[config.mk]
export PLATFORM = sky130hd
export DESIGN_NAME = rlbp_pixel_comparator
export DESIGN_NICKNAME = d
export VERILOG_FILES = /design/src/rtl/rlbp_pkg.sv /design/src/rtl/rlbp_window_buf.sv /design/src/rtl/rlbp_pixel_comparator.sv
export SDC_FILE = /design/constraint.sdc
export NUM_CORES = 1
export LEC_CHECK = 0
export ABC_AREA = 1
export BUFFER_PORTS_ARGS = -buffer_cell sky130_fd_sc_hd__buf_2
export CORE_MARGIN = 8
export CORE_UTILIZATION = 25
export DETAILED_ROUTE_END_ITERATION = 10
export GPL_TIMING_DRIVEN = 0
export SYNTH_ARGS = -nofsm -noshare
export SYNTH_HDL_FRONTEND = slang
export SYNTH_SLANG_ARGS = --single-unit
export TNS_END_PERCENT = 100
[constraint.sdc]
create_clock -name clk -period 7.15 [get_ports clk]
set_input_delay 1.0725 -clock clk [delete_from_list [all_inputs] [get_ports clk]]
set_output_delay 1.0725 -clock clk [all_outputs]
set_load 0.01 [all_outputs]
[src/rtl/rlbp_pkg.sv]
// Shared constants and state encoding for the RLBP pixel comparator.
package rlbp_pkg;

    localparam int unsigned NUM_TAPS   = 9;
    localparam int unsigned CENTER_IDX = 4;
    localparam int unsigned IDX_W      = 4;

    typedef enum logic [2:0] {
        S_IDLE   = 3'd0,
        S_LOAD   = 3'd1,
        S_THRESH = 3'd2,
        S_PULSE  = 3'd3,
        S_GAP    = 3'd4,
        S_DONE   = 3'd5
    } state_t;

endpackage

[src/rtl/rlbp_window_buf.sv]
// 3x3 window register file: one write port, one combinational read port and a
// dedicated centre tap so the threshold can be formed alongside a tap read.
module rlbp_window_buf
    import rlbp_pkg::*;
#(
    parameter int unsigned PIX_W = 8
) (
    input  logic             clk,
    input  logic             reset,
    input  logic             wr_en,
    input  logic [IDX_W-1:0] wr_idx,
    input  logic [PIX_W-1:0] wr_data,
    input  logic [IDX_W-1:0] rd_idx,
    output logic [PIX_W-1:0] rd_data,
    output logic [PIX_W-1:0] center_data
);

    logic [PIX_W-1:0] mem [NUM_TAPS];

    always_ff @(posedge clk or posedge reset) begin
        if (reset) begin
            for (int i = 0; i < int'(NUM_TAPS); i++) begin
                mem[i] <= '0;
            end
        end else if (wr_en && (wr_idx < IDX_W'(NUM_TAPS))) begin
            mem[wr_idx] <= wr_data;
        end
    end

    assign rd_data     = (rd_idx < IDX_W'(NUM_TAPS)) ? mem[rd_idx] : '0;
    assign center_data = mem[CENTER_IDX];

endmodule

[src/rtl/rlbp_pixel_comparator.sv]
// Buffers one 3x3 window, thresholds every tap against centre+offset and
// streams the nine comparison bits to the downstream capture FSM.
module rlbp_pixel_comparator
    import rlbp_pkg::*;
#(
    parameter int unsigned PIX_W      = 8,
    parameter int unsigned GAP_CYCLES = 2
) (
    input  logic             clk,
    input  logic             reset,
    input  logic             start,
    input  logic             pix_valid,
    input  logic [PIX_W-1:0] pix_data,
    output logic             pix_ready,
    input  logic [PIX_W-1:0] thr_offset,
    output logic             bit_out,
    output logic             pxl_done_o,
    output logic             busy,
    output logic             frame_done
);

    localparam logic [IDX_W-1:0] LAST_IDX = IDX_W'(NUM_TAPS - 1);
    localparam logic [IDX_W-1:0] CTR_IDX  = IDX_W'(CENTER_IDX);
    localparam logic [IDX_W-1:0] GAP_LAST = IDX_W'(GAP_CYCLES - 1);

    state_t           state;
    state_t           state_next;
    logic [IDX_W-1:0] tap_cnt;
    logic [IDX_W-1:0] bit_idx;
    logic [IDX_W-1:0] gap_cnt;
    logic [IDX_W-1:0] cmp_idx;
    logic [PIX_W:0]   thr_q;
    logic [PIX_W:0]   thr_calc;
    logic [PIX_W:0]   thr_cmp;
    logic [PIX_W-1:0] rd_data;
    logic [PIX_W-1:0] center_data;
    logic             wr_en;
    logic             bit_calc;
    logic             pix_ready_d;
    logic             busy_d;
    logic             pxl_done_d;
    logic             frame_done_d;

    rlbp_window_buf #(
        .PIX_W (PIX_W)
    ) u_buf (
        .clk         (clk),
        .reset       (reset),
        .wr_en       (wr_en),
        .wr_idx      (tap_cnt),
        .wr_data     (pix_data),
        .rd_idx      (cmp_idx),
        .rd_data     (rd_data),
        .center_data (center_data)
    );

    // State register
    always_ff @(posedge clk or posedge reset) begin
        if (reset) begin
            state <= S_IDLE;
        end else begin
            state <= state_next;
        end
    end

    // Next-state logic
    always_comb begin
        state_next = state;
        case (state)
            S_IDLE:   if (start) state_next = S_LOAD;
            S_LOAD:   if (pix_valid && (tap_cnt == LAST_IDX)) state_next = S_THRESH;
            S_THRESH: state_next = S_PULSE;
            S_PULSE:  state_next = S_GAP;
            S_GAP: begin
                if (gap_cnt == GAP_LAST) begin
                    state_next = (bit_idx == LAST_IDX) ? S_DONE : S_PULSE;
                end
            end
            S_DONE:   state_next = S_IDLE;
            default:  state_next = S_IDLE;
        endcase
    end

    // Output decode: values the output registers take at the next edge
    always_comb begin
        pix_ready_d  = 1'b0;
        busy_d       = 1'b0;
        pxl_done_d   = 1'b0;
        frame_done_d = 1'b0;
        pix_ready_d  = (state_next == S_LOAD);
        busy_d       = (state_next != S_IDLE);
        pxl_done_d   = (state_next == S_PULSE);
        frame_done_d = (state_next == S_DONE);
    end

    // Comparator looks one tap ahead while in GAP; in THRESH the fresh sum bypasses thr_q
    assign wr_en    = (state == S_LOAD) && pix_valid;
    assign cmp_idx  = (state == S_GAP) ? (bit_idx + IDX_W'(1)) : bit_idx;
    assign thr_calc = {1'b0, center_data} + {1'b0, thr_offset};
    assign thr_cmp  = (state == S_THRESH) ? thr_calc : thr_q;
    assign bit_calc = (cmp_idx != CTR_IDX) && ({1'b0, rd_data} >= thr_cmp);

    // Counters, threshold and output registers
    always_ff @(posedge clk or posedge reset) begin
        if (reset) begin
            tap_cnt    <= '0;
            bit_idx    <= '0;
            gap_cnt    <= '0;
            thr_q      <= '0;
            pix_ready  <= 1'b0;
            bit_out    <= 1'b0;
            pxl_done_o <= 1'b0;
            busy       <= 1'b0;
            frame_done <= 1'b0;
        end else begin
            pix_ready  <= pix_ready_d;
            busy       <= busy_d;
            pxl_done_o <= pxl_done_d;
            frame_done <= frame_done_d;
            if (pxl_done_d) begin
                bit_out <= bit_calc;
            end
            case (state)
                S_IDLE: begin
                    tap_cnt <= '0;
                    bit_idx <= '0;
                    gap_cnt <= '0;
                end
                S_LOAD: begin
                    if (pix_valid && (tap_cnt != LAST_IDX)) begin
                        tap_cnt <= tap_cnt + IDX_W'(1);
                    end
                end
                S_THRESH: thr_q <= thr_calc;
                S_PULSE:  gap_cnt <= '0;
                S_GAP: begin
                    if (gap_cnt == GAP_LAST) begin
                        if (bit_idx != LAST_IDX) begin
                            bit_idx <= bit_idx + IDX_W'(1);
                        end
                    end else begin
                        gap_cnt <= gap_cnt + IDX_W'(1);
                    end
                end
                default: ;
            endcase
        end
    end

endmodule
==> results.ini, run 1 <==
[logic_synthesis]
syn-instance-count = 680
synth_mux_area_frac = 0
yosysWarnings = 0
synth_seq_cells = 101
yosys.area_share.simple = 0.2895
synth_top_cell_by_area = dfrtp_1
avgSynthCellArea_sq_um = 8.122
syn_nets = 725
synth_area_sq_um = 5523
synth_compound_area_frac = 0.1101
synth.distinct_cells = 33
synth.most_common_cell = nand2_1
synth-xor-area-share = 0.006343
async_flop_share = 1.000
synth-seq-area-share = 0.4576
synth_top_cell_area_share = 0.4576
ys_top_cells_by_count = nand2_1 (194), nand3_1 (104), dfrtp_1 (101)
synth_top_family_by_area = simple AND/OR/NAND/NOR gates
synth_edf_count = 0
synthAdderAreaFrac = 0.05800
synth-main-ff-cell = dfrtp_1
synth_area_leaders = dfrtp_1 (46%), nand2_1 (13%), nand3_1 (9.4%)

[cts]
insertion_delay_ns = 0.36
cts.sinks = 101
clkTransAtPathRegs_ns = 0.07
clockBufferDepth = 2
h-tree-depth = 3
holdBufCountCts = 0
post_cts_resize_count = 0
cts_buffers = 9
post-cts-setup-buffer-count = 0
clockRootBuffer = clkbuf_16
cts_tree = yes

[pwr]
p_per_area_nw_per_um2 = 329.1
ir_drop_mv = 0.1259
p_leak_nw = 3.108
finalPower_w = 0.002090

[detailed_routing]
drt_iter0_drc = 308
dr_wl_met2_microns = 6197
wire_per_inst_microns = 13.94
wl_microns = 13960
drc_errors = 0
top_layer_used = met4
antenna_left = 0
dr.pass1.iters = 4
wl_met1_microns = 6957
vias = 4536
wl_met3_microns = 668
viasPerCell = 4.531

[timing]
fmax_mhz = 323.5
setup_tns_ns = 0
hold_violations = 0
min_period_over_period = 0.4323
fin_worst_skew_ns = 0.006107
slew_violations = 0
finalSetupViolCount = 0
min_period_ns = 3.091
worst_slew_pin_slew_ns = 0.5794
rsz0062_at_grt = no
max_slew_margin = 0.6137

[critical_path]
reg2reg_from = bit_idx[0]$_DFFE_PP0P_
slowest_stage = fa_1
rrSetupSlack_ns = 4.06
crit_type = input pin to flip-flop
startpoint = thr_offset[0]
reg2reg_depth = 21
crit_path_max_incr_delay_ns = 0.41
crit_arrival_ns = 3.34
worstPathCellList = buf_2, ha_1, fa_1, nand3_1, nand3_1, xor2_1, nand2_1, o21ai_0, ha_1, nand2_1, inv_1, nand2_1, nand3_1, nand2_1, nand2_1, nand2_1, nand3_1, nand3_1, nand2_1
required_ns = 7.40
end_kind = flip-flop
cpMostUsedCell = nand2_1
worstPathMaxFanout = 3
r2r-end = bit_out$_DFFE_PP0P_
worst_setup_path_start_kind = input pin

[hold_path]
whs_endpoint = thr_q[7]$_DFF_PP0_
hold_depth = 2
hp-class = flip-flop to flip-flop
worstHoldStart = thr_q[7]$_DFF_PP0_

[run]
drv_cap = 0

[die]
io_pins = 25
die_y_microns = 164.6
dieArea_sq_um = 27100
start_util = 0.2539
placementRows = 54
die_x_microns = 164.6
coreArea_sq_um = 21760

[cells_and_area]
drive_above_1_share = 0.1248
diodes = 0
area_growth_pct = 15.02
n_fill_cell = 2352
fin_nets = 761

[global_route]
grt_max_degree = 70
track_usage = 0.1086
antenna_found_initial = 0
gr-total-overflow = 0
grt_pass1_wl_microns = 23310
first_global_vias = 4374

[placement]
dpl.hpwl_microns = 10370
gp_congestion = 0.8176
portBuffers = 24

[status]
status = finished, final reports clean

area by class of cell:
type | instances | area [sq um] | share of cell area
buffer | 21 | 148.9 | 0.02344
sequential | 101 | 2527 | 0.3979
tap | 280 | 350.3 | 0.05515
inverter | 75 | 286.5 | 0.04511
timing repair buffer | 25 | 147.6 | 0.02324
clock inverter | 7 | 103.9 | 0.01635
clock buffer | 9 | 225.2 | 0.03545
multi-input combinational | 483 | 2562 | 0.4034
worst max path at each step:
| stage | to | slack (ns) | cells after the start |
|---|---|---|---|
| final | bit_out$_DFFE_PP0P_ | 4.06 | 19 |
| after detailed placement | bit_out$_DFFE_PP0P_ | 3.64 | 19 |
| after floorplan | bit_idx[0]$_DFFE_PP0P_ | 3.43 | 1 |
| after global placement | thr_q[2]$_DFF_PP0_ | 2.07 | 2 |
| after global routing | bit_out$_DFFE_PP0P_ | 3.80 | 21 |
| after CTS | bit_out$_DFFE_PP0P_ | 4.03 | 19 |
registers in the layout, indices dropped and copies added, names as in the netlist:
name / count
tap_cnt: 4
pix_ready: 1
bit_idx: 4
bit_out: 1
state: 3
frame_done: 1
busy: 1
gap_cnt: 4
u_buf.mem: 64
u_buf.center_data: 8
thr_q: 9
pxl_done_o: 1
critical path: cells and delay by family:
family / cells / cell delay [ns]
buffers and inverters: 2 / 0.15
AND/OR/NAND/NOR: 12 / 0.86
XOR/XNOR: 1 / 0.17
adder cells (fa/ha/maj): 3 / 0.97
AO/OA/AOI/OAI: 1 / 0.11
per-stage QoR:
stage	utilization	setup WS [ns]	cells	hold WS (ns)	cell area, sq um
final	0.2920	4.059	1001	0.4819	6352
after global routing	0.2920	3.798	1001	0.4982	6352
after CTS	0.2920	4.027	1001	0.4842	6352
after detailed placement	0.2769	3.642	985	0.4636	6023
after global placement	0.2755	2.069	984	0.4622	5993
after floorplan	-	3.430	680	0.4446	5523
report_power, final:
part           total (W)  leakage [nW]  internal (W)  switching (W)
sequential      0.000874          1.32      0.000756       0.000118
combinational   0.000669          1.63      0.000257       0.000412
clock           0.000547         0.155      0.000312       0.000235
total            0.00209          3.11       0.00132       0.000765
placed cells by master (no fill, tap or decap), types with 2 or more instances in the layout:
cell          n
a21oi_1      11
buf_2        29
buf_4         7
buf_6         5
bufinv_16     2
clkbuf_1      4
clkbuf_16     9
clkinvlp_4    2
dfrtp_1     101
ha_1         24
inv_1        69
inv_2         4
inv_4         2
inv_6         2
nand2_1     194
nand2_2       3
nand2_4       4
nand3_1     104
nand3_2       3
nand3_4       3
nand4_1       3
nand4_4       3
nor2_1       11
nor2_4        3
nor3_1        3
o21ai_0      79
o21ai_1      17
o21ai_4       2
o22ai_1       3
or2_2         4
xnor2_1       2
xor2_1        2
logic make-up after synthesis:
logic type | Yosys count
DFF | 101
adders and majority gates | 25
buffers and inverters | 96
xor gates and xnor gates | 4
and+or+nand+nor | 339
AOI/OAI and AO/OA | 115
layer usage:
layer,up-vias,track usage
li1,2308,-
met1,2138,0.1512
met2,82,0.1645
met3,8,0.02742
met4,0,0.02744
met5,-,0
Power figures use the tool's default switching activity.
==> run 2: changes to the inputs <==
==> constraint.sdc (replaced) <==
create_clock -name clk -period 3.2 [get_ports clk]
set_input_delay 0.48 -clock clk [delete_from_list [all_inputs] [get_ports clk]]
set_output_delay 0.48 -clock clk [all_outputs]
set_load 0.01 [all_outputs]
==> results.ini, run 2 (synthesis results as in run 1) <==
[cells_and_area]
diodes = 0  ; unchanged
final_cell_area_sq_um = 6371  ; +0.30%
drive_above_1_share = 0.1300  ; +0.005187
largest_register_ff_count = 64  ; unchanged
area_growth_pct = 15.36
layout.cells.non_filler = 1003  ; +0.20%
final_common_cell = nand2_1
n_fill_cell = 2353  ; +0.043%
final_cell_mix = nand2_1 (193), nand3_1 (104), dfrtp_1 (100)
max_flop_register = u_buf.mem
fin_nets = 763  ; +0.26%

[run]
drv_cap = 0  ; unchanged

[cts]
cts_tree = yes
holdBufCountCts = 0  ; unchanged
insertion_delay_ns = 0.36  ; about the same
clockRootBuffer = clkbuf_16
h-tree-depth = 3  ; unchanged
cts_buffers = 9  ; unchanged
clockBufferDepth = 2  ; unchanged
cts.sinks = 101  ; unchanged
clkTransAtPathRegs_ns = 0.08  ; about the same

[timing]
worst_slew_pin_slew_ns = 0.5905  ; +0.01110 ns
min_period_over_period = 0.9226
fmax_mhz = 338.7
finalWorstSetupSlack_ns = 0.2476  ; -3.811 ns
hold_violations = 0  ; unchanged
fin_worst_skew_ns = 0.007835  ; +0.001728 ns
max_slew_margin = 0.6063  ; -0.007398
min_period_ns = 2.952
rsz0062_at_grt = no
slew_violations = 0  ; unchanged
finalSetupViolCount = 0  ; unchanged

[global_route]
grt_pass1_wl_microns = 23310  ; unchanged
gr-usage-met2 = 0.1645  ; unchanged
gr-total-overflow = 0  ; unchanged
antenna_found_initial = 0  ; unchanged
track_usage = 0.1086  ; unchanged
met3_usage = 0.02742  ; unchanged
grt_busiest_layer = met2
grt_max_degree = 70  ; unchanged
globalRouteMet1Util = 0.1512  ; unchanged
first_global_vias = 4374  ; unchanged

[hold_path]
hp-class = input pin to asynchronous set/reset pin

[critical_path]
cpMostUsedCell = nand2_1
worst_setup_path_start_kind = flip-flop
worstPathMaxFanout = 10  ; +7
slowest_stage = dfrtp_2
end_kind = flip-flop
critPathTopFamily = simple AND/OR/NAND/NOR gates
crit_path_max_incr_delay_ns = 0.46  ; +0.05 ns
crit_type = flip-flop to flip-flop
worstPathCellList = inv_2, ha_1, inv_1, o21ai_4, buf_4, nand3_1, nand3_1, nand3_1, nand2_1, inv_1, ha_1, nand2_1, inv_1, nand2_1, nand3_1, nand2_1, nand2_1, nand2_1, nand3_1, nand3_1, nand2_1
path_buf_inv = 5  ; +3
required_ns = 3.45  ; -3.95 ns
crit_arrival_ns = 3.20  ; -0.14 ns

[detailed_routing]
viasPerCell = 4.519  ; -0.27%
wire_per_inst_microns = 13.95  ; about the same
drt_iter0_drc = 324  ; +5.2%
antenna_left = 0  ; unchanged
drc_errors = 0  ; unchanged
dr.pass1.iters = 5  ; +1
wl_microns = 13990  ; +0.24%
vias = 4533  ; -0.066%

[pwr]
ir_drop_mv = 0.2839  ; +130%
switching_share = 0.3667  ; +0.0005182
clkPwrFrac = 0.262  ; about the same
sequentialPowerShare = 0.418  ; about the same
p_per_area_nw_per_um2 = 733.7  ; +120%
p_leak_nw = 3.117  ; +0.28%
p_switching_w = 0.001714  ; +120%
pwr-share-comb = 0.320  ; about the same
power.internal_w = 0.002960  ; +120%

[die]
die_x_microns = 164.6  ; unchanged
die_y_microns = 164.6  ; unchanged
io_pins = 25  ; unchanged
start_util = 0.2539  ; unchanged
placementRows = 54  ; unchanged
dieArea_sq_um = 27100  ; unchanged
coreArea_sq_um = 21760  ; unchanged

[placement]
dp_cells = 985  ; unchanged
dp_slack_ns = 0.1372  ; -3.505 ns
portBuffers = 24  ; unchanged
gp_congestion = 0.8176  ; unchanged
placed_area_sq_um = 6023  ; unchanged
dpl.hpwl_microns = 10370  ; unchanged

[status]
status = finished, final reports clean

==> run 2: cell count changes in the layout (fill, tap and decap cells not counted), sizes merged <==
cell | before | now
buf | 42 | 44
==> run 2: path summary, 6_finish.rpt <==
check	endpoint	slack, ns	start	cells past startpoint
min in group clk	state[0]$_DFF_PP0_	0.44	start	3
hold reg to reg	thr_q[7]$_DFF_PP0_	0.48	thr_q[7]$_DFF_PP0_	2
hold / removal	u_buf.mem[20]$_DFFE_PP0P_	0.14	reset	2
setup / recovery	bit_out$_DFFE_PP0P_	0.25	bit_idx[0]$_DFFE_PP0P_	21
max in group asynchronous	bit_idx[0]$_DFFE_PP0P_	2.38	reset	3
setup reg to reg	bit_out$_DFFE_PP0P_	0.25	bit_idx[0]$_DFFE_PP0P_	21
==> run 2: layer usage <==
| metal | share of wire | wire length, microns |
|---|---|---|
| met5 | 0 | 0 |
| met1 | 0.50 | 6951 |
| met4 | 0.011 | 148 |
| met3 | 0.049 | 681 |
| met2 | 0.44 | 6206 |
==> run 2: worst register-to-register path: stages (launching register included) <==
cell and delay (ns):
dfrtp_2 0.46, inv_2 0.09, ha_1 0.34, inv_1 0.09
o21ai_4 0.24, buf_4 0.24, nand3_1 0.15, nand3_1 0.10
nand3_1 0.10, nand2_1 0.10, inv_1 0.05, ha_1 0.28
nand2_1 0.11, inv_1 0.05, nand2_1 0.06, nand3_1 0.07
nand2_1 0.06, nand2_1 0.04, nand2_1 0.05, nand3_1 0.07
nand3_1 0.07, nand2_1 0.04
==> run 2: area by class of cell <==
cell class	instances	area [sq um]	share of cell area
timing repair buffer	27	162.7	0.02553
sequential	101	2529	0.3969
clock inverter	7	103.9	0.01630
tap	280	350.3	0.05499
inverter	75	286.5	0.04497
clock buffer	9	225.2	0.03535
buffer	21	148.9	0.02337
multi-input combinational	483	2565	0.4026
==> run 2: repair_timing <==
action,CTS,global route
setup buffers,0,2
resized for setup,0,2
setup endpoints to repair,0,1
==> run 2: metrics by stage <==
step / hold slack, ns / total power [W] / util / TNS, ns
after floorplan: 0.4446 / 0.003093 / - / 0
after global placement: 0.4622 / 0.003433 / 0.2755 / -129.64
after detailed placement: 0.4636 / 0.003475 / 0.2769 / 0
after CTS: 0.1532 / 0.004714 / 0.2920 / 0
after global routing: 0.1734 / 0.005057 / 0.2928 / 0
final: 0.1364 / 0.004674 / 0.2928 / 0
==> run 2: power groups by stage <==
stage	Sequential [W]	Clock (W)	Combinational (W)
3_5_place_dp	0.00197	0	0.00150
3_3_place_gp	0.00196	0	0.00147
6_report	0.00195	0.00123	0.00150
2_1_floorplan	0.00191	0	0.00119
4_1_cts	0.00195	0.00125	0.00151
5_1_grt	0.00201	0.00130	0.00175
==> run 3: changes to the inputs <==
--- a/config.mk
+++ b/config.mk
@@ -7,10 +7,14 @@
 export LEC_CHECK = 0
 export ABC_AREA = 1
 export BUFFER_PORTS_ARGS = -buffer_cell sky130_fd_sc_hd__buf_2
-export CORE_MARGIN = 8
+export CELL_PAD_IN_SITES_DETAIL_PLACEMENT = 2
+export CELL_PAD_IN_SITES_GLOBAL_PLACEMENT = 2
+export CORE_MARGIN = 1
 export CORE_UTILIZATION = 25
 export DETAILED_ROUTE_END_ITERATION = 10
 export GPL_TIMING_DRIVEN = 0
+export PLACE_DENSITY_LB_ADDON = 0.1
+export SKIP_CTS_REPAIR_TIMING = 1
 export SYNTH_ARGS = -nofsm -noshare
 export SYNTH_HDL_FRONTEND = slang
 export SYNTH_SLANG_ARGS = --single-unit
==> results.ini, run 3 (synthesis results as in run 1) <==
[timing]
finalSetupViolCount = 0  ; unchanged
fmax_mhz = 343.4  ; +1.4%
rsz0062_at_grt = no
min_period_ns = 2.912  ; -0.04028 ns
slew_violations = 0  ; unchanged
worst_slew_pin_slew_ns = 0.5621  ; -0.02843 ns
min_period_over_period = 0.9101  ; -0.01259
max_slew_margin = 0.6253  ; +0.01895
holdWs_ns = 0.1738  ; +0.03738 ns
hold_violations = 0  ; unchanged
fin_worst_skew_ns = 0.01404  ; +0.006200 ns

[detailed_routing]
drc_errors = 0  ; unchanged
antenna_left = 0  ; unchanged
wl_microns = 18000  ; +29%
drt_iter0_drc = 144  ; -56%
vias = 4694  ; +3.6%
wire_per_inst_microns = 17.78  ; +28%
dr.pass1.iters = 4  ; -1
viasPerCell = 4.638  ; +2.6%

[placement]
portBuffers = 24  ; unchanged
placed_area_sq_um = 6023  ; unchanged
gp_congestion = 0.7624  ; -6.8%
dpl.hpwl_microns = 13840  ; +33%

[cts]
clockBufferDepth = 2  ; unchanged
h-tree-depth = 3  ; unchanged
cts_buffers = 9  ; unchanged
cts_tree = yes
cts.sinks = 101  ; unchanged
insertion_delay_ns = 0.36  ; about the same
clkTransAtPathRegs_ns = 0.08  ; about the same
clockRootBuffer = clkbuf_16

[critical_path]
worstPathMaxFanout = 10  ; unchanged
reg2reg_from = state[1]$_DFF_PP0_
crit_type = flip-flop to flip-flop
required_ns = 3.46  ; about the same
rrSetupSlack_ns = 0.29  ; +0.04 ns
worst_setup_path_start_kind = flip-flop
startpoint = state[1]$_DFF_PP0_
end_kind = flip-flop
crit_arrival_ns = 3.17  ; -0.03 ns

[global_route]
antenna_found_initial = 0  ; unchanged
grt_pass1_wl_microns = 28750  ; +23%
track_usage = 0.1712  ; +0.06266
first_global_vias = 5076  ; +16%
gr-total-overflow = 0  ; unchanged
grt_max_degree = 65  ; -7.1%

[die]
coreArea_sq_um = 21760  ; unchanged
die_y_microns = 150.6  ; -8.5%
io_pins = 25  ; unchanged
start_util = 0.2539  ; unchanged
die_x_microns = 150.6  ; -8.5%
dieArea_sq_um = 22690  ; -16%
placementRows = 54  ; unchanged

[cells_and_area]
largest_register_ff_count = 64  ; unchanged
fin_util = 0.2970  ; +0.004198
final_cell_mix = nand2_1 (193), nand3_1 (98), dfrtp_1 (97)
final_common_cell = nand2_1
n_fill_cell = 2528  ; +7.4%
drive_above_1_share = 0.1585  ; +0.02846
area_growth_pct = 17.01
max_flop_register = u_buf.mem
diodes = 0  ; unchanged
final_cell_area_sq_um = 6462  ; +1.4%
fin_nets = 772  ; +1.2%

[pwr]
p_per_area_nw_per_um2 = 721.3  ; -1.7%
finalPower_w = 0.004662  ; -0.27%
ir_drop_mv = 0.2560  ; -9.9%
p_leak_nw = 3.176  ; +1.9%

[status]
status = finished, final reports clean

[run]
drv_cap = 0  ; unchanged

[hold_path]
hp-class = input pin to asynchronous set/reset pin

[run 3: area by class of cell]
cell class | instances | area, sq um | area share
buffer | 20 | 157.7 | 0.02439
timing repair buffer | 37 | 237.7 | 0.03679
inverter | 75 | 289.0 | 0.04472
clock inverter | 7 | 57.56 | 0.008906
tap | 280 | 350.3 | 0.05421
clock buffer | 9 | 225.2 | 0.03485
multi-input combinational | 483 | 2613 | 0.4043
sequential | 101 | 2532 | 0.3919
[run 3: worst max-delay path, stage by stage, from the launching register on]
cell     delay, ns
dfrtp_2       0.44
nor2_4        0.19
nand2_2       0.08
buf_6         0.16
o21ai_4       0.31
buf_6         0.20
nand3_1       0.08
nand3_1       0.16
nand3_2       0.12
nand2_1       0.08
inv_1         0.04
ha_1          0.26
nand2_1       0.09
nor2_1        0.06
nand2_1       0.06
nand3_1       0.06
nand2_1       0.06
nand2_1       0.05
nand2_1       0.07
nand3_2       0.09
nand3_1       0.08
nand2_1       0.06
[run 3: final timing paths]
check,end,depth (start not counted)
max,bit_out$_DFFE_PP0P_,21
max reg2reg,bit_out$_DFFE_PP0P_,21
min in group clk,state[0]$_DFF_PP0_,3
max in group asynchronous,u_buf.mem[6]$_DFFE_PP0P_,3
min reg2reg,thr_q[6]$_DFF_PP0_,2
min,tap_cnt[1]$_DFFE_PP0P_,2
[run 3: per-stage QoR]
step	cells	setup slack, ns	TNS (ns)
floorplan	680	0.07287	0
global placement	984	-1.573	-158.19
detailed placement	985	-0.1833	-0.1833
CTS	1001	-0.2084	-0.2084
global route	1012	0.009809	0
finish	1012	0.2878	0
[run 3: power by group]
part	internal (W)	switching, W
clock	0.000541	0.000548
sequential	0.00169	0.000274
combinational	0.000591	0.00102
[run 3: per-layer routing]
metal / GRT usage / up-vias / part of all wire
met5: 0 / - / 0
met4: 0.04850 / 0 / 0.015
met3: 0.02545 / 18 / 0.017
met2: 0.2866 / 41 / 0.48
met1: 0.2280 / 2309 / 0.49
li1: - / 2326 / -
